==> src/rtl/onehot_seq_decoder_pkg.sv <==
// Mode codes and shared types for the one-hot sequencing decoder.
// The macros keep the raw codes available to files that only use the preprocessor.
`ifndef ONEHOT_SEQ_DECODER_DEFS
`define ONEHOT_SEQ_DECODER_DEFS
`define MODE_DECODE  2'b00
`define MODE_SCAN_UP 2'b01
`define MODE_SCAN_DN 2'b10
`define MODE_PULSE   2'b11
`endif

package onehot_seq_decoder_pkg;
    typedef enum logic [1:0] {
        MODE_DECODE  = `MODE_DECODE,
        MODE_SCAN_UP = `MODE_SCAN_UP,
        MODE_SCAN_DN = `MODE_SCAN_DN,
        MODE_PULSE   = `MODE_PULSE
    } mode_e;
endpackage

==> src/rtl/onehot_seq_decoder_scan_tick_gen.sv <==
// Scan prescaler: tick fires once every DIV running cycles.
// clr restarts the count; when run is also high the count restarts from zero on this very cycle.
module scan_tick_gen #(
    parameter int DIV = 1
) (
    input  logic clk,
    input  logic rst_,
    input  logic run,
    input  logic clr,
    output logic tick
);
    localparam int CNT_W = (DIV > 1) ? $clog2(DIV) : 1;

    logic [CNT_W-1:0] cnt;
    logic [CNT_W-1:0] cnt_eff;

    always_comb begin
        cnt_eff = clr ? '0 : cnt;
        tick    = run && (cnt_eff == CNT_W'(DIV - 1));
    end

    always_ff @(posedge clk) begin
        if (!rst_) begin
            cnt <= '0;
        end else if (run) begin
            cnt <= tick ? '0 : cnt_eff + 1'b1;
        end else if (clr) begin
            cnt <= '0;
        end
    end
endmodule

==> src/rtl/onehot_seq_decoder.sv <==
// Registered SEL_W-to-2**SEL_W one-hot decoder with active-low enable and
// direct-decode, scan-up/down (prescaled, wrapping) and strobe-pulse modes.
module onehot_seq_decoder
    import onehot_seq_decoder_pkg::*;
#(
    parameter int SEL_W = 3,
    parameter int DIV   = 1
) (
    input  logic                  clk,
    input  logic                  rst_,
    input  logic                  enb_,
    input  logic [1:0]            mode,
    input  logic [SEL_W-1:0]      sel,
    input  logic                  load,
    input  logic                  stb,
    output logic [(1<<SEL_W)-1:0] o,
    output logic [SEL_W-1:0]      idx,
    output logic                  wrap,
    output logic                  valid
);
    localparam int OUT_W = 1 << SEL_W;

    mode_e            mode_c;
    mode_e            mode_q;
    logic             stb_q;
    logic             is_scan;
    logic             run;
    logic             clr;
    logic             tick;
    logic [SEL_W-1:0] idx_n;
    logic             valid_n;
    logic             wrap_n;

    // Prescaler restarts on DECODE/PULSE, on a load, and on any enabled mode change.
    always_comb begin
        mode_c  = mode_e'(mode);
        is_scan = (mode_c == MODE_SCAN_UP) || (mode_c == MODE_SCAN_DN);
        run     = !enb_ && is_scan && !load;
        clr     = !enb_ && ((mode_c != mode_q) || !is_scan || load);
    end

    scan_tick_gen #(.DIV(DIV)) u_tick (
        .clk  (clk),
        .rst_ (rst_),
        .run  (run),
        .clr  (clr),
        .tick (tick)
    );

    always_comb begin
        idx_n   = idx;
        valid_n = 1'b0;
        wrap_n  = 1'b0;
        if (!enb_) begin
            case (mode_c)
                MODE_DECODE: begin
                    idx_n   = sel;
                    valid_n = 1'b1;
                end
                MODE_SCAN_UP: begin
                    valid_n = 1'b1;
                    if (load) begin
                        idx_n = sel;
                    end else if (tick) begin
                        idx_n  = idx + 1'b1;
                        wrap_n = (idx == '1);
                    end
                end
                MODE_SCAN_DN: begin
                    valid_n = 1'b1;
                    if (load) begin
                        idx_n = sel;
                    end else if (tick) begin
                        idx_n  = idx - 1'b1;
                        wrap_n = (idx == '0);
                    end
                end
                MODE_PULSE: begin
                    if (stb && !stb_q) begin
                        idx_n   = sel;
                        valid_n = 1'b1;
                    end
                end
                default: begin
                    valid_n = 1'b0;
                end
            endcase
        end
    end

    always_ff @(posedge clk) begin
        if (!rst_) begin
            o      <= '0;
            idx    <= '0;
            wrap   <= 1'b0;
            valid  <= 1'b0;
            stb_q  <= 1'b0;
            mode_q <= MODE_DECODE;
        end else begin
            o      <= valid_n ? (OUT_W'(1) << idx_n) : '0;
            idx    <= idx_n;
            wrap   <= wrap_n;
            valid  <= valid_n;
            stb_q  <= stb;
            if (!enb_) begin
                mode_q <= mode_c;
            end
        end
    end
endmodule

==> config.mk <==
export PLATFORM = sky130hd
export DESIGN_NAME = onehot_seq_decoder
export DESIGN_NICKNAME = d
export VERILOG_FILES = /design/src/rtl/onehot_seq_decoder_pkg.sv /design/src/rtl/onehot_seq_decoder_scan_tick_gen.sv /design/src/rtl/onehot_seq_decoder.sv
export SDC_FILE = /design/constraint.sdc
export NUM_CORES = 1
export LEC_CHECK = 0
export ABC_AREA = 1
export BUFFER_PORTS_ARGS = -buffer_cell sky130_fd_sc_hd__buf_4
export CAP_MARGIN = 30
export CELL_PAD_IN_SITES_DETAIL_PLACEMENT = 1
export CELL_PAD_IN_SITES_GLOBAL_PLACEMENT = 1
export CORE_ASPECT_RATIO = 1.25
export CORE_MARGIN = 2
export CORE_UTILIZATION = 40
export DETAILED_ROUTE_END_ITERATION = 8
export PLACE_DENSITY = 0.86
export SLEW_MARGIN = 20
export SYNTH_ARGS = -nofsm -noshare
export SYNTH_HDL_FRONTEND = slang
export SYNTH_SLANG_ARGS = --single-unit
==> constraint.sdc <==
create_clock -name clk -period 2.35 [get_ports clk]
set_input_delay 0.3525 -clock clk [delete_from_list [all_inputs] [get_ports clk]]
set_output_delay 0.3525 -clock clk [all_outputs]
set_load 0.02 [all_outputs]
==> impl_metrics.py, run 1 <==
metrics = {
    "setup_path": {
        "cp_data_required_time_ns": 2.53,
        "startpoint_type": "flip-flop",
        "cp_max_fo": 5,
        "crit_path_end_kind": "flip-flop",
        "path_class": "reg2reg",
        "critPathArrivalTime_ns": 2.02,
    },
    "route": {
        "wire_per_inst_um": 13.0,
        "drt_iter0_drc": 12,
        "dr_total_vias": 929,
        "postRouteAntennaNets": 0,
        "drc": 0,
        "wl_um": 2460,
        "dr.pass1.iters": 4,
        "viasPerCell": 4.89,
    },
    "power": {
        "max-vdd-ir-drop_mv": 0.305,
        "p_per_area_nw_per_um2": 526,
        "switching_share_pct": 33.2,
        "pwr-share-clk_pct": 26.1,
        "total_power_w": 0.000635,
        "netSwitchingPower_w": 0.000211,
        "internal_power_w": 0.000425,
        "comb_power_share_pct": 25.1,
        "power_frac_seq_pct": 48.8,
        "leakage_nw": 0.606,
    },
    "floorplan": {
        "die_h_um": 59.4,
        "ios": 23,
        "initial_utilization_pct": 41.3,
        "chipWidth_um": 48.3,
        "core_area_um2": 2380,
        "design.die.area_um2": 2870,
        "row_count": 20,
    },
    "outcome": {
        "status": "complete, no violations",
    },
    "global_routing": {
        "grt-ovfl-total": 0,
        "grt_pass1_vias": 953,
        "grt_usage_pct": 18.4,
        "antenna_found_initial": 0,
        "grt_max_degree": 11,
        "grt_first_pass_wirelength_um": 4130,
    },
    "synthesis": {
        "netlist_area_um2": 982,
        "syn_inst": 132,
        "ys_warn_count": 0,
        "ys_ff_latch": 17,
        "synth_fa_ha_area_share_pct": 10.2,
        "synth_compound_area_share_pct": 16.3,
        "synth_cell_types": 23,
        "synth_top_family_by_area": "simple AND/OR/NAND/NOR gates",
        "ys_seq_area_share_pct": 34.6,
        "synthTopCellsByArea": "dfxtp_1 (35%), ha_1 (10%), nand2_1 (7.6%)",
        "synthSimpleGateAreaFrac_pct": 29.7,
        "muxShareOfSynthArea_pct": 0,
        "avgSynthCellArea_um2": 7.44,
        "synth.top_cell.area_share_pct": 34.6,
        "yosys.area.top_type": "dfxtp_1",
        "synthesis.nets": 150,
        "synth_xor_area_share_pct": 0,
    },
    "worst_hold_path": {
        "worst_hold_path_type": "in2reg",
    },
    "finish": {
        "diodes": 0,
        "final_cell_mix": "buf_4 (22), nand2_1 (20), inv_1 (17), dfxtp_1 (17), nor2_1 (15)",
        "nets": 176,
        "layout-drive-gt1-share_pct": 31.8,
        "fin_util_pct": 50.8,
        "instances_no_fill": 190,
        "area_growth_pct": 23.1,
        "mostFrequentLayoutCell": "buf_4",
    },
    "timing": {
        "hold_slack_ns": 0.241,
        "grt_setup_unrepaired": "no",
        "hold_viol": 0,
        "setup_viol": 0,
        "worst_pin_slew_ns": 0.395,
        "finalMaxSlewViolations": 0,
        "clock_skew_ns": 0.00861,
        "max_freq_mhz": 542,
        "slew_headroom_pct": 73.5,
        "finalCriticalPeriod_ns": 1.85,
        "post-route-period-util_pct": 78.6,
        "fin_setup_tns_ns": 0,
    },
    "clocking": {
        "clk_pin_slew_ns": 0.10,
        "cts_resized": 0,
        "htreeDepth": 1,
        "cts-buffers-inserted": 3,
        "post-cts-setup-buffers": 0,
        "clock_sinks": 17,
        "root_buffer": "clkbuf_4",
        "cts_tree": "yes",
        "clock_latency_ns": 0.30,
        "holdBufCountCts": 0,
        "cts_buffer_depth": 2,
    },
    "place": {
        "routabilityCongestion": 0.827,
        "place_hpwl_um": 2090,
        "numPortBuffers": 22,
        "dp.cells": 186,
    },
    "flow_run": {
        "cap_violations": 0,
    },
}
-- cell usage after synthesis (all sizes together) --
cell type   n
ha          8
o21ai       9
nand2      29
a22oi       1
o211ai      1
nand3      11
nor2       17
a211oi      2
o22ai       1
inv        22
or2         1
a21oi      11
buf         1
nor3        1
dfxtp      17
-- flip-flops by register name (all words and copies together) (netlist names) --
signal,flops
mode_q,2
stb_q,1
valid,1
wrap,1
o,8
idx,3
u_tick.cnt,1
-- worst max-delay path: stages, from the launching register on --
cell	delay, ns
dfxtp_1	0.46
inv_1	0.13
ha_1	0.24
nor2_1	0.09
nor2_1	0.05
a22oi_1	0.16
nand3_1	0.12
nand3_1	0.11
nand3_2	0.08
o211ai_1	0.20
nor2_1	0.10
-- power by group through the flow --
stage                     combinational (W)  sequential (W)  clock, W
after floorplan                   0.0000960        0.000325         0
after global placement             0.000153        0.000316         0
after detailed placement           0.000160        0.000317         0
after CTS                          0.000161        0.000310  0.000170
after global routing               0.000177        0.000312  0.000180
final                              0.000159        0.000310  0.000166
-- final cells by class --
class,instances,area [um^2]
Clock inverter,1,5.00
Clock buffer,3,22.5
Sequential cell,17,340
Inverter,22,82.6
Timing Repair Buffer,22,165
Fill cell,313,1170
Multi-Input combinational cell,92,552
Tap cell,33,41.3
-- final timing paths --
| path | to | slack [ns] | from | cells after the start |
|---|---|---|---|---|
| max | o[7] | 0.50 | idx[0] | 10 |
| max reg2reg | o[7] | 0.50 | idx[0] | 10 |
| min | stb_q | 0.24 | stb | 3 |
| min reg2reg | mode_q[1] | 0.50 | mode_q[1] | 2 |
-- routing by layer --
metal | share of wire [%] | vias up | track usage [%]
met5 | 0 | - | 0
met4 | 1.0 | 0 | 6.53
met3 | 4.2 | 2 | 2.27
met2 | 56 | 21 | 37.3
met1 | 39 | 434 | 19.6
li1 | - | 472 | -
-- kinds of logic (layout without fill, tap and decap cells) --
logic type,Yosys count,in the layout
buf+inv,23,48
simple gates,59,59
compound gates,25,25
fa+ha+maj,8,8
flops,17,17
-- stage by stage --
step	cell area [um^2]	setup slack, ns
after floorplan	982	0.684
after global placement	1180	0.497
after detailed placement	1180	0.408
after CTS	1210	0.472
after global routing	1210	0.338
final	1210	0.504
No activity file was read; power rests on OpenSTA's default activity.
==> run 2: changes to the inputs <==
CORE_UTILIZATION = 37   (was 40)
PLACE_DENSITY = 0.81   (was 0.86)
clock period = 1.7 ns   (was 2.35 ns; I/O delays follow)
==> impl_metrics.py, run 2 (synthesis gave the netlist of run 1 again) <==
metrics = {
    "outcome": {
        "status": "complete, no violations",
    },
    "finish": {
        "regMostFlops": "o",
        "reg.largest.list": "o: 8 flops, idx: 3 flops, mode_q: 2 flops",
        "mostFrequentLayoutCell": "buf_4",
        "area_growth_pct": 41.5,
        "layout-drive-gt1-share_pct": 46.1,
        "largest_reg_flops": 8,
        "postLayoutCellArea_um2": 1390,
        "final_cell_mix": "buf_4 (32), nand2_1 (19), inv_1 (15), dfxtp_1 (15), nor2_1 (12)",
        "diodes": 0,
        "nets": 186,
    },
    "timing": {
        "max_freq_mhz": 606,
        "hold_viol": 0,
        "grt_setup_unrepaired": "yes",
        "post-route-period-util_pct": 97.1,
        "clock_skew_ns": 0.00926,
        "slew_headroom_pct": 75.2,
        "setup_viol": 0,
        "hold_slack_ns": 0.139,
        "worst_pin_slew_ns": 0.370,
        "finalMaxSlewViolations": 0,
        "finalCriticalPeriod_ns": 1.65,
    },
    "clocking": {
        "holdBufCountCts": 0,
        "root_buffer": "clkbuf_4",
        "clk_pin_slew_ns": 0.10,
        "cts_buffer_depth": 2,
        "clock_latency_ns": 0.31,
        "htreeDepth": 1,
        "cts_tree": "yes",
        "clock_sinks": 17,
        "cts-buffers-inserted": 3,
    },
    "place": {
        "numPortBuffers": 22,
        "placed_cell_area_um2": 1250,
        "place_hpwl_um": 2310,
        "routabilityCongestion": 0.826,
    },
    "setup_path": {
        "critPathArrivalTime_ns": 1.83,
        "cp_data_required_time_ns": 1.88,
        "critical-path-max-stage-delay_ns": 0.39,
        "reg2reg_depth": 8,
        "path_class": "reg2reg",
        "crit_path_end_kind": "flip-flop",
        "cp_max_fo": 4,
        "reg2reg_slack_ns": 0.05,
        "r2r-start": "idx[0]",
        "critPathSlowestCell": "dfxtp_4",
        "path_cells": "ha_4 > ha_4 > a22oi_2 > nand3_1 > nand3_2 > nand3_2 > o211ai_1 > nor2_1",
        "startpoint_type": "flip-flop",
        "cp_num_buf_inv": 0,
        "cp_top_family": "simple AND/OR/NAND/NOR gates",
        "rr_endpoint": "o[4]",
    },
    "global_routing": {
        "grt_pass1_vias": 1115,
        "grt_max_degree": 11,
        "grt_usage_pct": 22.2,
        "grt-ovfl-total": 0,
        "antenna_found_initial": 0,
        "grt_first_pass_wirelength_um": 5050,
    },
    "route": {
        "dr_wl_met3_um": 146,
        "top_layer": "met4",
        "drt_iter0_drc": 12,
        "dr_total_vias": 1011,
        "drc": 0,
        "wl_met2_um": 1780,
        "dr.pass1.iters": 4,
        "wl_met1_um": 1110,
        "wire_per_inst_um": 15.7,
        "postRouteAntennaNets": 0,
        "wl_um": 3140,
        "viasPerCell": 5.06,
    },
    "worst_hold_path": {
        "hold_depth": 3,
        "min_from": "stb",
        "worst_hold_path_type": "in2reg",
        "hold_end": "stb_q",
    },
    "power": {
        "max-vdd-ir-drop_mv": 0.375,
        "netSwitchingPower_w": 0.000326,
        "pwr-share-clk_pct": 24.0,
        "leakage_nw": 0.669,
        "switching_share_pct": 34.4,
        "p_per_area_nw_per_um2": 682,
        "internal_power_w": 0.000621,
        "comb_power_share_pct": 30.8,
        "power_frac_seq_pct": 45.1,
    },
    "floorplan": {
        "design.die.area_um2": 3090,
        "die_h_um": 61.6,
        "core_area_um2": 2480,
        "chipWidth_um": 50.1,
        "ios": 23,
        "initial_utilization_pct": 39.6,
        "row_count": 20,
    },
    "flow_run": {
        "cap_violations": 0,
    },
}
==> run 2: cell types whose count changed in the layout (fill, tap and decap cells not counted), moves of 3 or more <==
cell and delta:
nand3_2 +3, nor2_2 +3, nor2_1 -3, ha_4 +4, nand3_1 -3, ha_1 -4
buf_4 +10
==> run 2: layout make-up <==
cell class | count | area, um^2
clock buffer | 3 | 22.5
clock inverter | 1 | 5.00
fill | 311 | 1090
inverter | 22 | 85.1
multi-input combinational | 92 | 648
sequential | 17 | 348
tap | 33 | 41.3
timing repair buffer | 32 | 240
==> run 2: worst max path at each step <==
stage,from,to,cells after the start
after global placement,mode[0],o[6],12
after CTS,idx[0],o[7],8
after global routing,idx[1],o[5],10
after detailed placement,mode[1],o[1],15
final,idx[0],o[4],8
after floorplan,idx[0],o[4],10
==> run 2: per-layer routing <==
metal	track usage [%]	vias to the layer above
li1	-	491
met1	22.2	477
met2	43.8	31
met3	3.40	12
met4	12.3	0
met5	0	-
==> run 2: worst reg2reg max path, cell delays in order, from the launching register on <==
cell and delay [ns]:
dfxtp_4 0.39, ha_4 0.17, ha_4 0.20, a22oi_2 0.17, nand3_1 0.12, nand3_2 0.10, nand3_2 0.10, o211ai_1 0.20
nor2_1 0.09
==> run 2: power by group through the flow <==
stage | sequential, W | clock, W | combinational (W)
after global routing | 0.000430 | 0.000244 | 0.000318
final | 0.000428 | 0.000228 | 0.000292
after detailed placement | 0.000434 | 0 | 0.000249
after floorplan | 0.000449 | 0 | 0.000133
after global placement | 0.000433 | 0 | 0.000237
after CTS | 0.000425 | 0.000229 | 0.000259
==> run 2: what timing repair did <==
action,CTS,global route
buffers inserted,0,1
pin swaps,8,11
hold endpoints to repair,0,0
endpoints found under the setup margin,8,9
gates resized for setup,7,17
==> run 2: through the flow <==
stage	util [%]	setup TNS, ns	setup WS, ns	std cells	power, W
global placement	50.4	-0.117	-0.0278	195	0.000669
floorplan	-	0	0.0344	132	0.000582
CTS	52.4	-0.00643	-0.00643	199	0.000913
detailed placement	50.4	-0.745	-0.114	195	0.000683
finish	56.1	0	0.0500	200	0.000948
global route	56.1	-0.116	-0.0493	200	0.000992
==> run 3: changes to the inputs <==
PLACE_DENSITY = unset   (was 0.81)
PLACE_DENSITY_LB_ADDON = 0.3   (was unset)
==> impl_metrics.py, run 3 (synthesis gave the netlist of run 1 again) <==
metrics = {
    "place": {
        "placed_cell_area_um2": 1230,
        "routabilityCongestion": 0.862,
        "numPortBuffers": 22,
        "dp_slack_ns": -0.118,
        "dp.cells": 193,
        "place_hpwl_um": 2270,
    },
    "worst_hold_path": {
        "hold_end": "stb_q",
        "worst_hold_path_type": "in2reg",
        "min_from": "stb",
        "hold_depth": 3,
    },
    "clocking": {
        "holdBufCountCts": 0,
        "cts_tree": "yes",
        "root_buffer": "clkbuf_4",
        "cts-buffers-inserted": 3,
        "clock_latency_ns": 0.29,
        "clk_pin_slew_ns": 0.10,
        "htreeDepth": 1,
        "clock_sinks": 17,
        "cts_buffer_depth": 2,
    },
    "floorplan": {
        "chipWidth_um": 50.1,
        "initial_utilization_pct": 39.6,
        "design.die.area_um2": 3090,
        "core_area_um2": 2480,
        "row_count": 20,
        "ios": 23,
        "die_h_um": 61.6,
    },
    "finish": {
        "regMostFlops": "o",
        "largest_reg_flops": 8,
        "mostFrequentLayoutCell": "buf_4",
        "instances_no_fill": 198,
        "area_growth_pct": 39.9,
        "nets": 184,
        "final_cell_mix": "buf_4 (30), nand2_1 (20), inv_1 (15), dfxtp_1 (15), nor2_1 (13)",
        "reg.largest.list": "o: 8 flops, idx: 3 flops, mode_q: 2 flops",
        "postLayoutCellArea_um2": 1370,
        "diodes": 0,
        "layout-drive-gt1-share_pct": 44.2,
    },
    "route": {
        "viasPerCell": 5.12,
        "dr.pass1.iters": 4,
        "drt_iter0_drc": 15,
        "postRouteAntennaNets": 0,
        "dr_total_vias": 1014,
        "drc": 0,
        "wire_per_inst_um": 15.0,
        "wl_um": 2970,
    },
    "setup_path": {
        "startpoint_type": "flip-flop",
        "path_class": "reg2reg",
        "reg2reg_depth": 8,
        "reg2reg_slack_ns": 0.06,
        "r2r-start": "idx[0]",
        "rr_endpoint": "o[5]",
        "crit_path_end_kind": "flip-flop",
        "cp_max_fo": 4,
        "cp_data_required_time_ns": 1.88,
        "critPathArrivalTime_ns": 1.82,
    },
    "timing": {
        "worst_pin_slew_ns": 0.365,
        "finalCriticalPeriod_ns": 1.64,
        "hold_viol": 0,
        "fin_ws_ns": 0.0598,
        "post-route-period-util_pct": 96.5,
        "slew_headroom_pct": 75.6,
        "clock_skew_ns": 0.000971,
        "finalMaxSlewViolations": 0,
        "hold_slack_ns": 0.145,
        "max_freq_mhz": 610,
        "setup_viol": 0,
        "grt_setup_unrepaired": "yes",
    },
    "flow_run": {
        "cap_violations": 0,
    },
    "power": {
        "p_per_area_nw_per_um2": 680,
        "leakage_nw": 0.654,
        "total_power_w": 0.000935,
        "max-vdd-ir-drop_mv": 0.392,
    },
    "global_routing": {
        "antenna_found_initial": 0,
        "grt_pass1_vias": 1028,
        "grt-ovfl-total": 0,
        "grt_max_degree": 11,
        "grt_first_pass_wirelength_um": 4510,
        "grt_usage_pct": 19.9,
    },
    "outcome": {
        "status": "complete, no violations",
    },
}
[run 3: power by group]
| part | internal (W) | total [W] | switching (W) |
|---|---|---|---|
| clock network | 0.0000912 | 0.000223 | 0.000131 |
| logic | 0.000116 | 0.000284 | 0.000169 |
| registers | 0.000414 | 0.000428 | 0.0000137 |
| total | 0.000621 | 0.000935 | 0.000314 |
[run 3: worst max-delay path by stage]
stage / slack, ns / cells past startpoint / to / start
after floorplan: 0.03 / 10 / o[4] / idx[0]
after global placement: -0.04 / 14 / o[4] / mode[0]
after detailed placement: -0.12 / 14 / o[5] / mode[1]
after CTS: 0.02 / 8 / o[5] / idx[1]
after global routing: -0.009 / 10 / o[5] / idx[0]
final: 0.06 / 8 / o[5] / idx[0]
[run 3: area by class of cell]
type                            instances  area [um^2]
Sequential cell                        17          348
Clock buffer                            4         26.3
Multi-Input combinational cell         92          646
Tap cell                               33         41.3
Inverter                               22         87.6
Timing Repair Buffer                   30          225
Fill cell                             313         1100
[run 3: critical path: stages, from the launching register on]
cell and delay, ns:
dfxtp_4 0.39, ha_4 0.17, ha_4 0.20, a22oi_2 0.19, nand3_2 0.10, nand3_2 0.09
nand3_2 0.08, o211ai_1 0.19, nor2_1 0.10
[run 3: repair_timing]
action / 4_1_cts / 5_1_grt
endpoints found under the setup margin: 8 / 8
resized for setup: 8 / 16
buffers inserted: 0 / 1
pin swaps: 4 / 11
[run 3: stage by stage]
stage          util [%]  TNS (ns)
5_1_grt            55.5  -0.00859
3_5_place_dp       49.8    -0.673
2_1_floorplan         -         0
6_report           55.5         0
4_1_cts            52.5         0
3_3_place_gp       49.8    -0.178
[run 3: metal layers]
metal	vias to the layer above	global-route usage, %	part of all wire [%]
li1	487	-	-
met1	490	18.7	37
met2	27	42.9	57
met3	10	2.67	3.2
met4	0	7.14	2.7
met5	-	0	0
